===== src/rtl/sd_cmd_response_receiver.sv =====
// rtl/sd_cmd_response_receiver.sv - SD CMD-line response deserialiser with CRC7, frame and Ncr timeout checks
module sd_cmd_response_receiver #(
  parameter int TIMEOUT_BITS = 64
) (
  input  logic         clock,
  input  logic         reset,
  input  logic         sample_en,
  input  logic         cmd_pin_in,
  input  logic         start,
  input  logic         resp_long,
  input  logic         check_crc,
  output logic         busy,
  output logic         done,
  output logic [127:0] response_out,
  output logic [5:0]   resp_index,
  output logic         crc_err,
  output logic         frame_err,
  output logic         timeout_err
);

  localparam int TW = $clog2(TIMEOUT_BITS + 1);

  typedef enum logic [1:0] {
    IDLE,
    WAIT_START,
    RECEIVE,
    DONE_ST
  } state_t;

  state_t          state, state_nx;
  logic            long_q, chk_q;
  logic [7:0]      bit_cnt, bit_nx;
  logic [TW-1:0]   to_cnt;
  logic [6:0]      crc_q, crc_shift;
  logic [132:0]    shift_q;
  logic            last_bit, crc_feed, to_hit, fb;

  assign busy      = (state != IDLE);
  assign bit_nx    = bit_cnt + 8'd1;
  assign last_bit  = (bit_nx == (long_q ? 8'd136 : 8'd48));
  // R2 CRC covers only the CID/CSD body, not the start/transmission/index header
  assign crc_feed  = long_q ? (bit_nx >= 8'd9 && bit_nx <= 8'd128) : (bit_nx <= 8'd40);
  assign fb        = crc_q[6] ^ cmd_pin_in;
  assign crc_shift = {crc_q[5:0], 1'b0} ^ (fb ? 7'h09 : 7'h00);
  assign to_hit    = ((to_cnt + TW'(1)) == TW'(TIMEOUT_BITS));

  always_ff @(posedge clock or negedge reset) begin
    if (!reset) state <= IDLE;
    else        state <= state_nx;
  end

  always_comb begin
    state_nx = state;
    case (state)
      IDLE:       if (start) state_nx = WAIT_START;
      WAIT_START: if (sample_en) begin
                    if (!cmd_pin_in)  state_nx = RECEIVE;
                    else if (to_hit)  state_nx = DONE_ST;
                  end
      RECEIVE:    if (sample_en && last_bit) state_nx = DONE_ST;
      DONE_ST:    state_nx = IDLE;
      default:    state_nx = IDLE;
    endcase
  end

  always_ff @(posedge clock or negedge reset) begin
    if (!reset) begin
      done         <= 1'b0;
      response_out <= '0;
      resp_index   <= '0;
      crc_err      <= 1'b0;
      frame_err    <= 1'b0;
      timeout_err  <= 1'b0;
      long_q       <= 1'b0;
      chk_q        <= 1'b0;
      bit_cnt      <= '0;
      to_cnt       <= '0;
      crc_q        <= '0;
      shift_q      <= '0;
    end else begin
      done <= (state == DONE_ST);
      case (state)
        IDLE: if (start) begin
          long_q      <= resp_long;
          chk_q       <= check_crc;
          crc_err     <= 1'b0;
          frame_err   <= 1'b0;
          timeout_err <= 1'b0;
          to_cnt      <= '0;
          bit_cnt     <= '0;
          crc_q       <= '0;
        end
        WAIT_START: if (sample_en) begin
          if (!cmd_pin_in) begin
            bit_cnt <= 8'd1;
            crc_q   <= crc_shift;
            shift_q <= {shift_q[131:0], 1'b0};
          end else begin
            to_cnt <= to_cnt + TW'(1);
            if (to_hit) timeout_err <= 1'b1;
          end
        end
        RECEIVE: if (sample_en) begin
          shift_q <= {shift_q[131:0], cmd_pin_in};
          bit_cnt <= bit_nx;
          if (bit_nx == 8'd2 && cmd_pin_in) frame_err <= 1'b1;
          if (crc_feed) crc_q <= crc_shift;
          // shift_q holds frame bits 1..N-1 with the latest in bit 0; received CRC is shift_q[6:0]
          if (last_bit) begin
            frame_err <= frame_err | ~cmd_pin_in;
            crc_err   <= chk_q & (crc_q != shift_q[6:0]);
            if (long_q) begin
              resp_index   <= shift_q[132:127];
              response_out <= {shift_q[126:0], 1'b0};
            end else begin
              resp_index   <= shift_q[44:39];
              response_out <= {96'b0, shift_q[38:7]};
            end
          end
        end
        default: ;
      endcase
    end
  end

endmodule


===== config.mk =====
export PLATFORM = sky130hd
export DESIGN_NAME = sd_cmd_response_receiver
export DESIGN_NICKNAME = d
export VERILOG_FILES = /design/src/rtl/sd_cmd_response_receiver.sv
export SDC_FILE = /design/constraint.sdc
export NUM_CORES = 1
export LEC_CHECK = 0
export CORE_MARGIN = 4
export CORE_UTILIZATION = 50
export CTS_CLUSTER_SIZE = 12
export DETAILED_ROUTE_END_ITERATION = 12
export DONT_BUFFER_PORTS = 1
export SYNTH_ARGS = -nofsm -noshare
export SYNTH_HDL_FRONTEND = slang
export SYNTH_SLANG_ARGS = --single-unit
export TNS_END_PERCENT = 5

===== constraint.sdc =====
create_clock -name clock -period 2.39 [get_ports clock]
set_input_delay 0.478 -clock clock [delete_from_list [all_inputs] [get_ports clock]]
set_output_delay 0.478 -clock clock [all_outputs]
set_load 0.02 [all_outputs]

==> impl_results.rst <==
.. list-table::
   :header-rows: 1

   * - Metric
     - Value
   * - Result of the run
     - finished with violations
   * - Violations in the final reports
     - negative hold slack
   * - Switching power as a share of total power
     - 28.1%
   * - Post-synthesis cell area
     - 12600 um^2
   * - Crit-path cells
     - ha_2 -> nand3_1 -> or4_4 -> a21oi_4 -> o211ai_4 -> buf_12 -> buf_12 -> nand2_1 -> o21ai_1
   * - Quantity of I/O buffers inserted on ports
     - 0
   * - CP Data Required Time
     - 2.82 ns
   * - Vias in the first global route
     - 7319
   * - Count of inserted antenna diode cells
     - 0
   * - Element type at the critical path start
     - flop
   * - Fmax
     - 437 MHz
   * - Core Region
     - 24500 um^2
   * - Placement-stage worst setup slack
     - -0.00126 ns
   * - Die Outline Area
     - 27700 um^2
   * - RSZ-0062 raised after global routing
     - yes
   * - Iter 0 DRT Violations
     - 490
   * - Final Power
     - 0.0124 W
   * - Vertical extent of the die
     - 166 um
   * - Max incr delay on CP
     - 0.44 ns
   * - Global-route wire length before repair
     - 40.4 mm
   * - Logic pwr share
     - 18.9%
   * - Endpoints failing setup
     - 0
   * - Sequential cell fraction of total power
     - 44.4%
   * - Top cells by area in the synthesized netlist
     - sky130_fd_sc_hd__dfrtp_1 (59%), sky130_fd_sc_hd__mux2_2 (12%), sky130_fd_sc_hd__nand2_1 (7.5%)
   * - Fraction of registers with async set/reset
     - 100%
   * - Synth cell types
     - 59
   * - Layout area overhead
     - 10.0%
   * - Number of buffers created by CTS
     - 31
   * - Count of buffering cells on the critical path with inverters included
     - 2
   * - Number of antenna violations at the first check in global routing
     - 0
   * - Total number of nets in the final design
     - 1094
   * - Number of warnings reported in the yosys synthesis log
     - 0
   * - Via count normalized by instance count
     - 5.34
   * - Worst setup path class
     - reg -> reg
   * - Number of sinks handled by clock tree synthesis
     - 297
   * - Most repeated library cell on the critical path
     - sky130_fd_sc_hd__buf_12
   * - Post-route ant nets
     - 0
   * - Power spent charging and discharging nets
     - 0.00349 W
   * - HPWL after detailed placement
     - 15.3 mm
   * - Shortest clock period the worst path allows after layout
     - 2.29 ns
   * - Post-synthesis area per instance
     - 11.5 um^2
   * - Worst Tran Pin Value
     - 1.07 ns
   * - Longest Clk Path Bufs
     - 3
   * - Sequential share of the synthesized area
     - 59.2%
   * - Max-cap violations
     - 0
   * - Most frequent standard cell in the layout excluding fill and tap cells
     - sky130_fd_sc_hd__dfrtp_1
   * - Internal power
     - 0.00890 W
   * - Final critical-path share of the clock period
     - 95.8%
   * - Count of mapped cells out of synthesis
     - 1093
   * - Cell Pwr Density
     - 897 nW/um^2
   * - Number of synthesized flops with an enable pin
     - 0
   * - Library cell occupying the most area in the post-synthesis netlist
     - sky130_fd_sc_hd__dfrtp_1
   * - Clk_lat worst skew
     - 0.56 ns
   * - Simple logic cell fraction of the synthesized area
     - 10.6%
   * - Routability congestion estimate from global placement
     - 0.822
   * - Initial core utilization
     - 51.2%
   * - Final count of hold timing violations
     - 297
   * - Mux cell area share after synthesis
     - 15.3%
   * - Boundary pin count
     - 146
   * - Number of filler instances in the final layout
     - 2101
   * - H-Tree Level Count
     - 1
   * - Width of the chip
     - 166 um
   * - Portion of synthesized cell area occupied by the leading cell type
     - 59.2%
   * - Highest ir drop seen on vdd
     - 0.890 mV
   * - Dominant register cell in the synthesized netlist
     - sky130_fd_sc_hd__dfrtp_1
   * - Fraction of final layout cells with drive strength greater than 1
     - 19.9%
   * - Critical path capture point type
     - flop
   * - Worst Hold Margin
     - -0.384 ns
   * - Number of storage elements in the synthesis netlist
     - 297
   * - TritonCTS clock tree
     - built
   * - Adder-cell share of the synthesized area
     - 0.797%
   * - Class of the most critical hold timing path
     - in -> async
   * - Clock network fraction of total power
     - 36.7%
   * - Most used cells in the layout excluding fill and tap cells
     - sky130_fd_sc_hd__dfrtp_1 (296), sky130_fd_sc_hd__nand2_1 (251), sky130_fd_sc_hd__mux2_2 (135)
   * - Data arrival time at the worst-slack endpoint
     - 2.72 ns
   * - Root buffer cell
     - sky130_fd_sc_hd__clkbuf_16
   * - Cell family contributing the most delay on the critical path
     - simple AND/OR/NAND/NOR gates
   * - Net count after synthesis
     - 1108
   * - Worst Clk Skew
     - 0.0148 ns
   * - Worst max-slew margin expressed relative to the limit
     - 28.9%
   * - Cell at the slowest stage of the critical path
     - sky130_fd_sc_hd__or4_4
   * - Pins over their slew limit
     - 0
   * - Post-synthesis compound-gate area fraction
     - 9.38%
   * - Overall routing resource usage
     - 17.3%
   * - Static leakage
     - 6.35 nW
   * - Number of standard-cell rows in the floorplan
     - 57
   * - Number of detailed-routing iterations run before antenna repair
     - 4
   * - Wirelength, routed
     - 24.5 mm
   * - Vias after detailed routing
     - 7597
   * - Xor and xnor area share after synthesis
     - 1.05%
   * - Average wire length per cell after detail routing
     - 17.2 um
   * - Worst Path Max Fanout
     - 78
   * - Combinational family with the most area after synthesis
     - multiplexers
   * - Clock transition time at the flip-flop clock pins of the worst setup and hold paths
     - 0.06 ns
   * - PnR worst setup slack
     - 0.0997 ns
   * - Share of the core filled with cells in the final layout
     - 56.3%
   * - Total overflow reported by the global router
     - 0
   * - Number of DRC violations after detailed routing
     - 0
   * - Maximum number of pins on one net before global-route repair
     - 298
[what timing repair did]
action | CTS | global route
pin swaps | 0 | 1
gates resized for setup | 1 | 2
buffers inserted | 0 | 1
hold endpoints to repair | 297 | 297
setup endpoints to repair | 2 | 44
[power by group through the flow]
| stage | clock (W) | sequential [W] | combinational, W |
|---|---|---|---|
| after CTS | 0.00468 | 0.00551 | 0.00236 |
| final | 0.00455 | 0.00551 | 0.00234 |
| after global routing | 0.00494 | 0.00554 | 0.00257 |
| after detailed placement | 0 | 0.00560 | 0.00236 |
| after global placement | 0 | 0.00560 | 0.00234 |
| after floorplan | 0 | 0.00551 | 0.00186 |
[registers in the layout, summed over array words and instances, names as in the netlist, 2 cells and up]
signal / cells
state: 2
shift_q: 133
crc_q: 7
bit_cnt: 8
response_out: 128
to_cnt: 7
resp_index: 6
[synthesized netlist by cell type (3+ instances only)]
library cell               instances
sky130_fd_sc_hd__dfrtp_1         297
sky130_fd_sc_hd__nand2_1         252
sky130_fd_sc_hd__mux2_2          135
sky130_fd_sc_hd__o21ai_1         122
sky130_fd_sc_hd__mux2i_1          40
sky130_fd_sc_hd__o21ai_0          32
sky130_fd_sc_hd__clkbuf_1         31
sky130_fd_sc_hd__buf_6            16
sky130_fd_sc_hd__nand3_1          16
sky130_fd_sc_hd__buf_2            14
sky130_fd_sc_hd__inv_1            10
sky130_fd_sc_hd__nor2_1            9
sky130_fd_sc_hd__xor2_1            9
sky130_fd_sc_hd__ha_1              8
sky130_fd_sc_hd__a32o_1            7
sky130_fd_sc_hd__buf_1             7
sky130_fd_sc_hd__nand2b_1          6
sky130_fd_sc_hd__xnor2_1           6
sky130_fd_sc_hd__buf_4             5
sky130_fd_sc_hd__nor3_1            5
sky130_fd_sc_hd__a211oi_1          4
sky130_fd_sc_hd__nand4_1           4
sky130_fd_sc_hd__o21a_1            4
sky130_fd_sc_hd__o41ai_1           4
sky130_fd_sc_hd__a21oi_1           3
sky130_fd_sc_hd__a31oi_1           3
sky130_fd_sc_hd__and3_1            3
sky130_fd_sc_hd__o31ai_1           3
[metrics by stage]
step | hold slack (ns) | area, um^2 | setup TNS [ns] | instances
floorplan | 0.182 | 12600 | 0 | 1093
global placement | 0.193 | 12800 | 0 | 1369
detailed placement | 0.191 | 12800 | -0.00126 | 1369
CTS | -0.415 | 13800 | 0 | 1422
global route | -0.419 | 13800 | -0.122 | 1423
finish | -0.384 | 13800 | 0 | 1423
[per-layer routing]
layer	share of wire (%)	wire length [um]	GRT usage (%)	vias to the layer above
li1	-	-	-	3727
met1	46	11300	24.6	3677
met2	44	10800	26.1	156
met3	7.2	1750	5.59	37
met4	2.3	563	3.98	0
met5	0	0	0	-
[path summary, 6_finish.rpt]
kind / start / endpoint / slack (ns) / cells past startpoint
hold / removal: reset / response_out[57] / -0.38 / 0
hold reg to reg: shift_q[132] / shift_q[132] / 0.51 / 1
setup reg to reg: bit_cnt[0] / response_out[36] / 0.1 / 9
min in group clock: check_crc / chk_q / 0.07 / 1
max in group asynchronous: reset / to_cnt[6] / 2.34 / 0
setup / recovery: bit_cnt[0] / response_out[36] / 0.1 / 9
[logic make-up (layout without fill, tap and decap cells)]
family | count (synthesis) | in the layout
compound gates | 201 | 201
xor+xnor | 15 | 15
fa+ha+maj | 8 | 8
buf+inv | 83 | 89
flops | 297 | 297
mux | 175 | 175
simple gates | 314 | 314
[cell type report]
type                       count  area (um^2)  share of cell area [%]
clock buffer                  46          882                    6.39
timing repair buffer          26          308                    2.23
tap                          324          405                    2.93
inverter                      10         37.5                   0.272
multi-input combinational    713         4670                    33.8
sequential                   297         7440                    53.8
clock inverter                 7         75.1                   0.543
Note: power is estimated with default switching activity, not from simulation.
